**config.mk**
```make
export PLATFORM = sky130hd
export DESIGN_NAME = xy_route_arbiter
export DESIGN_NICKNAME = d
export VERILOG_FILES = /design/src/rtl/xy_route_arbiter_pkg.sv /design/src/rtl/xy_route_arbiter_route_calc.sv /design/src/rtl/xy_route_arbiter.sv
export SDC_FILE = /design/constraint.sdc
export NUM_CORES = 1
export LEC_CHECK = 0
export ABC_AREA = 1
export CORE_MARGIN = 8
export CORE_UTILIZATION = 30
export DETAILED_ROUTE_END_ITERATION = 8
export DONT_BUFFER_PORTS = 1
export GPL_TIMING_DRIVEN = 1
export SETUP_SLACK_MARGIN = 0.1
export SLEW_MARGIN = 20
export SYNTH_ARGS = -nofsm -noshare
export SYNTH_HDL_FRONTEND = slang
export SYNTH_SLANG_ARGS = --single-unit
```
**constraint.sdc**
```tcl
create_clock -name clk_i -period 6 [get_ports clk_i]
set_clock_uncertainty 0.15 [all_clocks]
set_input_delay 1.2 -clock clk_i [delete_from_list [all_inputs] [get_ports clk_i]]
set_output_delay 1.2 -clock clk_i [all_outputs]
set_load 0.01 [all_outputs]
```
**src/rtl/xy_route_arbiter_pkg.sv**
```systemverilog
// Shared port numbering and arbiter state encoding for the XY router switch.
package xy_route_arbiter_pkg;

    localparam int unsigned PORT_LOCAL = 0;
    localparam int unsigned PORT_NORTH = 1;
    localparam int unsigned PORT_EAST  = 2;
    localparam int unsigned PORT_SOUTH = 3;
    localparam int unsigned PORT_WEST  = 4;

    typedef enum logic {
        ST_IDLE  = 1'b0,
        ST_GRANT = 1'b1
    } arb_state_e;

endpackage

```
**src/rtl/xy_route_arbiter_route_calc.sv**
```systemverilog
// Combinational dimension-ordered (X then Y) output port selection.
module xy_route_calc
    import xy_route_arbiter_pkg::*;
#(
    parameter int ROW_ADDR_W = 2,
    parameter int COL_ADDR_W = 2,
    parameter int ROW_CORD   = 0,
    parameter int COL_CORD   = 0,
    parameter int SEL_W      = 3
) (
    input  logic [ROW_ADDR_W+COL_ADDR_W-1:0] addr_i,
    output logic [SEL_W-1:0]                 port_o
);

    localparam logic [ROW_ADDR_W-1:0] MY_ROW = ROW_ADDR_W'(ROW_CORD);
    localparam logic [COL_ADDR_W-1:0] MY_COL = COL_ADDR_W'(COL_CORD);

    logic [ROW_ADDR_W-1:0] dest_row;
    logic [COL_ADDR_W-1:0] dest_col;

    assign dest_col = addr_i[COL_ADDR_W-1:0];
    assign dest_row = addr_i[COL_ADDR_W +: ROW_ADDR_W];

    always_comb begin
        port_o = SEL_W'(PORT_LOCAL);
        if (dest_col > MY_COL) begin
            port_o = SEL_W'(PORT_EAST);
        end else if (dest_col < MY_COL) begin
            port_o = SEL_W'(PORT_WEST);
        end else if (dest_row > MY_ROW) begin
            port_o = SEL_W'(PORT_SOUTH);
        end else if (dest_row < MY_ROW) begin
            port_o = SEL_W'(PORT_NORTH);
        end
    end

endmodule

```
**src/rtl/xy_route_arbiter.sv**
```systemverilog
// Round-robin input arbiter with XY route lookup for one router switch.
module xy_route_arbiter
    import xy_route_arbiter_pkg::*;
#(
    parameter int PORT_N     = 5,
    parameter int DATA_W     = 8,
    parameter int ROW_ADDR_W = 2,
    parameter int COL_ADDR_W = 2,
    parameter int ROW_CORD   = 0,
    parameter int COL_CORD   = 0
) (
    input  logic                       clk_i,
    input  logic                       rst_i,
    input  logic [PORT_N-1:0]          vld_input_i,
    input  logic [PORT_N*DATA_W-1:0]   data_i,
    input  logic [PORT_N-1:0]          wr_en_i,
    output logic [$clog2(PORT_N)-1:0]  mux_in_sel_o,
    output logic [$clog2(PORT_N)-1:0]  mux_out_sel_o,
    output logic                       grant_vld_o
);

    localparam int SEL_W = $clog2(PORT_N);
    localparam int AW    = ROW_ADDR_W + COL_ADDR_W;

    arb_state_e       state_q, state_d;
    logic [SEL_W-1:0] rr_ptr_q, rr_ptr_d;
    logic [SEL_W-1:0] in_sel_q, in_sel_d;
    logic [SEL_W-1:0] out_sel_q, out_sel_d;

    logic [SEL_W-1:0] pick;
    logic [SEL_W-1:0] route;
    logic [AW-1:0]    addr_a [PORT_N];
    logic             unused_data;

    // Only the address field of each head flit matters for arbitration.
    assign unused_data = ^data_i;

    always_comb begin
        for (int p = 0; p < PORT_N; p++) begin
            addr_a[p] = data_i[p*DATA_W +: AW];
        end
    end

    always_comb begin
        int               idx_i;
        logic [SEL_W-1:0] idx;
        logic             found;
        pick  = rr_ptr_q;
        found = 1'b0;
        idx_i = 0;
        idx   = '0;
        for (int i = 0; i < PORT_N; i++) begin
            idx_i = int'(rr_ptr_q) + i;
            if (idx_i >= PORT_N) begin
                idx_i = idx_i - PORT_N;
            end
            idx = SEL_W'(idx_i);
            if (!found && vld_input_i[idx]) begin
                found = 1'b1;
                pick  = idx;
            end
        end
    end

    xy_route_calc #(
        .ROW_ADDR_W (ROW_ADDR_W),
        .COL_ADDR_W (COL_ADDR_W),
        .ROW_CORD   (ROW_CORD),
        .COL_CORD   (COL_CORD),
        .SEL_W      (SEL_W)
    ) u_route (
        .addr_i (addr_a[pick]),
        .port_o (route)
    );

    always_comb begin
        state_d   = state_q;
        rr_ptr_d  = rr_ptr_q;
        in_sel_d  = in_sel_q;
        out_sel_d = out_sel_q;
        unique case (state_q)
            ST_IDLE: begin
                if (|vld_input_i) begin
                    in_sel_d  = pick;
                    out_sel_d = route;
                    state_d   = ST_GRANT;
                end
            end
            ST_GRANT: begin
                // A completed write wins over a simultaneous valid drop.
                if (wr_en_i[out_sel_q]) begin
                    state_d  = ST_IDLE;
                    rr_ptr_d = (in_sel_q == SEL_W'(PORT_N - 1)) ?
                               '0 : in_sel_q + 1'b1;
                end else if (!vld_input_i[in_sel_q]) begin
                    state_d = ST_IDLE;
                end
            end
        endcase
    end

    always_ff @(posedge clk_i) begin
        if (rst_i) begin
            state_q   <= ST_IDLE;
            rr_ptr_q  <= '0;
            in_sel_q  <= '0;
            out_sel_q <= '0;
        end else begin
            state_q   <= state_d;
            rr_ptr_q  <= rr_ptr_d;
            in_sel_q  <= in_sel_d;
            out_sel_q <= out_sel_d;
        end
    end

    assign mux_in_sel_o  = in_sel_q;
    assign mux_out_sel_o = out_sel_q;
    assign grant_vld_o   = (state_q == ST_GRANT);

`ifdef FORMAL
    a_abort: assert property (@(posedge clk_i) disable iff (rst_i)
        (grant_vld_o && !wr_en_i[out_sel_q] && !vld_input_i[in_sel_q])
        |=> !grant_vld_o);
    a_stable: assert property (@(posedge clk_i) disable iff (rst_i)
        (grant_vld_o && $past(grant_vld_o))
        |-> ($stable(in_sel_q) && $stable(out_sel_q)));
`endif

endmodule
```
==> flow_summary.toml, run 1 <==
[pwr]
power_switching_share = 0.6075
maximum_vdd_drop_mv = 0.3160
p_clk_frac = 0.061
switchingPower_uw = 715.2
p_leak_uw = 0.001021
power-per-cell-area_nw_per_um2 = 585.1
p_int_uw = 462.1
combPwrFrac = 0.830
share_of_total_power_in_sequential_cells = 0.108

[critical_path]
worst_ep_arrival_time_ns = 3.58
crit_path_end_kind = "flop"
timing.critical_path.mode_cell = "sky130_fd_sc_hd__nand2_1"
crit_required_ns = 5.98
crit_chain = "inv_6, ha_1, ha_1, inv_1, a22oi_1, nand2_1, nand2_4, inv_2, nor2_2, nand2_1, nand3_1, nand2_1, nand2_2, nand2_4, nor2_2, nand3_1, nand3_1, nand2_1, o21ai_1, inv_1"
setup.worst_path.start_class = "flop"
crit_path_max_incr_delay_ns = 0.79
worst_path_dominant_cell_family = "simple AND/OR/NAND/NOR gates"
critical_path_peak_fanout = 12
timing_worst_setup_path_type = "reg2reg"
cpMaxStageDelayCell = "sky130_fd_sc_hd__dfxtp_1"
timing.critical_path.buf_inv = 4

[cells_and_area]
antenna_cells = 0
flow.area_growth_from_synthesis_pct = 6.279
mostFrequentLayoutCells = "sky130_fd_sc_hd__nand2_1 (83), sky130_fd_sc_hd__nand3_1 (46), sky130_fd_sc_hd__inv_1 (41)"
finalCoreUtilization = 0.3224
final-instance-count-excl-fill = 390
layout_cells_sized_above_1 = 0.1981
final_common_cell = "sky130_fd_sc_hd__nand2_1"
post-route-cell-area_sq_um = 2012
final_nets = 377

[logic_synthesis]
synth.distinct_cells = 37
post_synth.cell_area_avg_sq_um = 6.068
syn_area_sq_um = 1893
yosys_register_bits = 9
synth_nets = 375
ys.warnings.count = 0
synth-seq-area-share = 0.09518
synth_cells = 312

[clock_network]
cts.clk_slew.worst_paths_ns = 0.05
clk_root_buffer_cell = "sky130_fd_sc_hd__clkbuf_8"
post_cts_hold_buffer_count = 0
numClockSinks = 9
cts_buffers = 3
clockBufferDepth = 2
clkLatencyLatePin_ns = 0.24
cts_repair_resize_count = 0
post_cts_buffers = 0
h_tree_lvl_count = 1
cts_tree = "built"

[place]
post-place-cells = 386
io_buffer_count = 0
placedInstanceArea_sq_um = 1967
dp_hpwl_microns = 4011
gp_congestion = 0.8900

[floorplan]
io_pins = 59
starting_density = 0.3033
core_region_area_sq_um = 6241
row_count = 29
die_h_microns = 95.44
fp.dieArea_sq_um = 9108
width_of_the_die_microns = 95.44

[routing]
number_of_vias_per_cell = 4.956
drt_wirelength_microns = 4777
via_count = 1933
post_drt_wl_per_cell_microns = 12.25
drc = 0
antenna_violating_nets_post_route = 0
first_pass_iters = 4
initialDrtViolationCount = 90

[global_routing]
pin_count_of_the_biggest_net_entering_global_routing = 13
antenna_violations_before_repair = 0
number_of_global_route_vias_before_repair = 1853
grt.total_usage = 0.1106
global_route.overflow_total = 0
grt_first_pass_wirelength_microns = 8314

[timing]
worst_slew_pin_slew_ns = 0.7356
rsz0062_at_grt = "no"
fmax_ghz = 0.2781
drv_slew = 0
hold_viol = 0
max-slew-margin-rel = 0.5089
timing.final.crit_period_ns = 3.596
finalSetupViolations = 0
tns_ns = 0
portion_of_the_clock_cycle_consumed_by_the_worst_path_in_the_final_layout = 0.5993

[run]
max_cap_viols = 0

[outcome]
outcome = "completed"

[worst_hold_path]
hp-class = "reg2reg"
per-layer routing:
layer / track usage / part of all wire / up-vias / wire [microns]
met2: 0.1824 / 0.47 / 34 / 2228
met3: 0.01890 / 0.056 / 5 / 266
met5: 0 / 0 / - / 0
li1: - / - / 1022 / -
met1: 0.1459 / 0.47 / 872 / 2228
met4: 0.02689 / 0.011 / 0 / 54
area by class of cell:
class | count | area (sq um)
sequential | 9 | 180.2
fill | 716 | 4229
multi-input combinational | 255 | 1516
inverter | 45 | 173.9
clock buffer | 4 | 45.04
tap | 77 | 96.34
power by group through the flow:
stage	sequential (uW)	clock, uW	combinational, uW
4_1_cts	128	73.0	988
6_report	127	72.2	978
3_5_place_dp	130	0	983
3_3_place_gp	129	0	972
5_1_grt	133	76.7	1130
2_1_floorplan	110	0	831
logic make-up (layout without fill, tap and decap cells):
group,Yosys count,count (layout),synth area share
xor+xnor,1,1,0.008595
other cells,1,1,0.001981
flops,9,9,0.09517
buf+inv,48,49,0.1038
compound gates,42,42,0.1315
fa+ha+maj,11,11,0.07667
simple gates,200,200,0.5823
path summary, 6_finish.rpt:
| path | start | cells past startpoint | endpoint | slack (ns) |
|---|---|---|---|---|
| worst max register to register | rr_ptr_q[0] | 20 | mux_out_sel_o[1] | 2.40 |
| worst max-delay path | rr_ptr_q[0] | 20 | mux_out_sel_o[1] | 2.40 |
| worst min register to register | grant_vld_o | 2 | grant_vld_o | 0.39 |
| worst min-delay path | grant_vld_o | 2 | grant_vld_o | 0.39 |
sequential cells by signal, indices dropped and copies added, names as in the netlist:
register       count
mux_in_sel_o       3
rr_ptr_q           3
mux_out_sel_o      2
grant_vld_o        1
stage by stage:
stage | power, uW | hold slack, ns | setup WS (ns)
after floorplan | 941.4 | 0.3566 | 2.946
final | 1177 | 0.3856 | 2.404
after CTS | 1190 | 0.3918 | 2.356
after global placement | 1101 | 0.3744 | 2.389
after detailed placement | 1113 | 0.3857 | 2.377
after global routing | 1341 | 0.4233 | 2.006
Yosys cell counts:
library cell,count,share of area
sky130_fd_sc_hd__nand4_1,7,0.023
sky130_fd_sc_hd__inv_1,41,0.081
sky130_fd_sc_hd__a41oi_1,1,0.0046
sky130_fd_sc_hd__nand2_1,83,0.16
sky130_fd_sc_hd__nand3_4,5,0.046
sky130_fd_sc_hd__nor3_1,1,0.0026
sky130_fd_sc_hd__o21a_1,2,0.0079
sky130_fd_sc_hd__xor2_2,1,0.0086
sky130_fd_sc_hd__buf_1,1,0.0020
sky130_fd_sc_hd__a211oi_1,3,0.012
sky130_fd_sc_hd__nor2_8,1,0.011
sky130_fd_sc_hd__nand2_4,7,0.042
sky130_fd_sc_hd__nand2_2,15,0.050
sky130_fd_sc_hd__o21ai_2,2,0.0093
sky130_fd_sc_hd__a22oi_1,1,0.0040
sky130_fd_sc_hd__nand4_2,1,0.0066
sky130_fd_sc_hd__or2_2,8,0.026
sky130_fd_sc_hd__inv_2,3,0.0059
sky130_fd_sc_hd__o21ai_1,4,0.011
sky130_fd_sc_hd__inv_6,1,0.0046
sky130_fd_sc_hd__nand4_4,1,0.011
sky130_fd_sc_hd__a21oi_1,13,0.034
sky130_fd_sc_hd__o21ai_0,12,0.032
sky130_fd_sc_hd__ha_1,10,0.066
sky130_fd_sc_hd__fa_1,1,0.011
sky130_fd_sc_hd__buf_4,1,0.0040
sky130_fd_sc_hd__nor2_1,13,0.026
sky130_fd_sc_hd__buf_6,1,0.0059
sky130_fd_sc_hd__o211ai_1,1,0.0040
sky130_fd_sc_hd__nor2_2,6,0.020
sky130_fd_sc_hd__nand3_2,5,0.026
sky130_fd_sc_hd__conb_1,1,0.0020
sky130_fd_sc_hd__nand3_1,46,0.12
sky130_fd_sc_hd__dfxtp_1,9,0.095
sky130_fd_sc_hd__nor2_4,1,0.0059
sky130_fd_sc_hd__a21oi_2,2,0.0093
sky130_fd_sc_hd__o31ai_1,1,0.0040
tightest hold or removal path, cell delays in order, from the launching register on:
cell	delay (ns)
sky130_fd_sc_hd__dfxtp_1	0.36
sky130_fd_sc_hd__nand2_1	0.09
sky130_fd_sc_hd__a21oi_1	0.05
Power figures use the tool's default switching activity.
==> inputs of run 2 (changes only) <==
==> constraint.sdc (replaced) <==
create_clock -name clk_i -period 3.3 [get_ports clk_i]
set_clock_uncertainty 0.15 [all_clocks]
set_input_delay 0.66 -clock clk_i [delete_from_list [all_inputs] [get_ports clk_i]]
set_output_delay 0.66 -clock clk_i [all_outputs]
set_load 0.01 [all_outputs]
==> run 2 against run 1 <==
Critical path depth up 4. Maximum frequency up 18%. Largest cell class unchanged. Worst setup slack worse by 2.1 ns. Combinational power rose by 110%. Power grew 110%. Critical path type unchanged. Die area unchanged. Clock-buffer cell count did not move. Core utilization grew 3.8 points.
==> flow_summary.toml, run 2 (same netlist as run 1, synthesis figures left out) <==
[floorplan]
width_of_the_die_microns = 95.44
row_count = 29
die_h_microns = 95.44
starting_density = 0.3033
io_pins = 59
fp.dieArea_sq_um = 9108
core_region_area_sq_um = 6241

[global_routing]
global_route.overflow_total = 0
grt_first_pass_wirelength_microns = 8397
grt.total_usage = 0.1102
pin_count_of_the_biggest_net_entering_global_routing = 12
number_of_global_route_vias_before_repair = 1885
antenna_violations_before_repair = 0

[critical_path]
crit_required_ns = 3.32
crit_path_end_kind = "flop"
worst_ep_arrival_time_ns = 3.05
crit_chain = "inv_6, ha_4, inv_2, fa_2, inv_4, nand2_4, nand2_4, nand2_4, buf_4, nand3_1, nand2_1, nand2_2, nand4_4, nor2_4, nor2_4, nand2_4, nand2_4, nand2_1, nand2_1, nand2_1, nand2_1, nor2_2, nand3_2, a21oi_2"
crit_path_max_incr_delay_ns = 0.41
setup.worst_path.start_class = "flop"
timing_worst_setup_path_type = "reg2reg"
cpMaxStageDelayCell = "sky130_fd_sc_hd__fa_2"
critical_path_peak_fanout = 7

[routing]
initialDrtViolationCount = 61
first_pass_iters = 4
drt_wirelength_microns = 5088
antenna_violating_nets_post_route = 0
drc = 0
post_drt_wl_per_cell_microns = 12.66
via_count = 1978
number_of_vias_per_cell = 4.920

[worst_hold_path]
hp-class = "in2reg"

[cells_and_area]
mostFrequentLayoutCells = "sky130_fd_sc_hd__nand2_1 (71), sky130_fd_sc_hd__nand3_1 (40), sky130_fd_sc_hd__inv_1 (38)"
layout_cells_sized_above_1 = 0.3200
fill_cell_total_of_the_finished_layout = 699
flow.area_growth_from_synthesis_pct = 18.84
final_common_cell = "sky130_fd_sc_hd__nand2_1"
final_nets = 389
finalCoreUtilization = 0.3605
antenna_cells = 0

[timing]
drv_slew = 0
portion_of_the_clock_cycle_consumed_by_the_worst_path_in_the_final_layout = 0.9201
finalSetupViolations = 0
tns_ns = 0
hold_viol = 0
timing.final.crit_period_ns = 3.036
rsz0062_at_grt = "yes"
fmax_ghz = 0.3294

[clock_network]
h_tree_lvl_count = 1
numClockSinks = 9
cts_buffers = 3
cts_tree = "built"
clk_root_buffer_cell = "sky130_fd_sc_hd__clkbuf_8"
clockBufferDepth = 2
post_cts_hold_buffer_count = 0
clkLatencyLatePin_ns = 0.23
cts.clk_slew.worst_paths_ns = 0.04

[pwr]
maximum_vdd_drop_mv = 0.4376
power-per-cell-area_nw_per_um2 = 1078
p_leak_uw = 0.001117

[outcome]
outcome = "completed"

[run]
max_cap_viols = 0

[place]
gp_congestion = 0.8391
dp_hpwl_microns = 4178
io_buffer_count = 0
## run 2: cell count changes in the layout (fill, tap and decap cells not counted), sizes merged
cell	change
buf	+11
nand3	+1
## run 2: worst paths after layout
path | to | slack [ns] | from | cells past startpoint
min | mux_out_sel_o[0] | 0.34 | rst_i | 1
max | mux_out_sel_o[0] | 0.26 | rr_ptr_q[0] | 24
max reg2reg | mux_out_sel_o[0] | 0.26 | rr_ptr_q[0] | 24
min reg2reg | grant_vld_o | 0.39 | grant_vld_o | 2
## run 2: area by class of cell
| cell class | count | area [sq um] | area share |
|---|---|---|---|
| timing repair buffer | 11 | 86.33 | 0.03838 |
| inverter | 45 | 176.4 | 0.07842 |
| clock buffer | 4 | 45.04 | 0.02002 |
| multi-input combinational | 256 | 1659 | 0.7375 |
| tap | 77 | 96.34 | 0.04283 |
| sequential | 9 | 186.4 | 0.08287 |
## run 2: worst max-delay path: cells and delay by family, from the launching register on
| family | cells | cell delay, ns |
|---|---|---|
| flip-flops | 1 | 0.35 |
| adder cells (fa/ha/maj) | 2 | 0.53 |
| buffers and inverters | 4 | 0.34 |
| AND/OR/NAND/NOR | 17 | 1.47 |
| AO/OA/AOI/OAI | 1 | 0.13 |
## run 2: layer usage
metal,wire [microns],global-route usage,vias to the layer above
met5,0,0,-
met4,59,0.01921,0
met3,276,0.02362,7
met2,2391,0.1881,29
met1,2360,0.1401,887
li1,-,-,1055
## run 2: report_power, final
part	total [uW]	internal [uW]	leakage [uW]	switching (uW)
registers	215	149	0.0000760	65.8
logic	2090	759	0.00102	1330
clock network	126	84.0	0.0000228	41.8
total	2430	992	0.00112	1430
## run 2: through the flow
step | instances | cell area (sq um) | setup WS (ns) | power, uW | hold WS (ns)
after global routing | 402 | 2250 | 0.03935 | 2725 | 0.3282
after CTS | 398 | 2072 | 0.1066 | 2206 | 0.3339
after floorplan | 312 | 1893 | 0.2465 | 1712 | 0.3566
final | 402 | 2250 | 0.2638 | 2426 | 0.3381
after global placement | 394 | 2027 | 0.1169 | 2053 | 0.3822
after detailed placement | 394 | 2027 | 0.1217 | 2071 | 0.3914
## run 2: repair_timing
item | CTS | global route
resized for setup | 0 | 44
setup endpoints to repair | 0 | 2
buffers inserted | 0 | 3
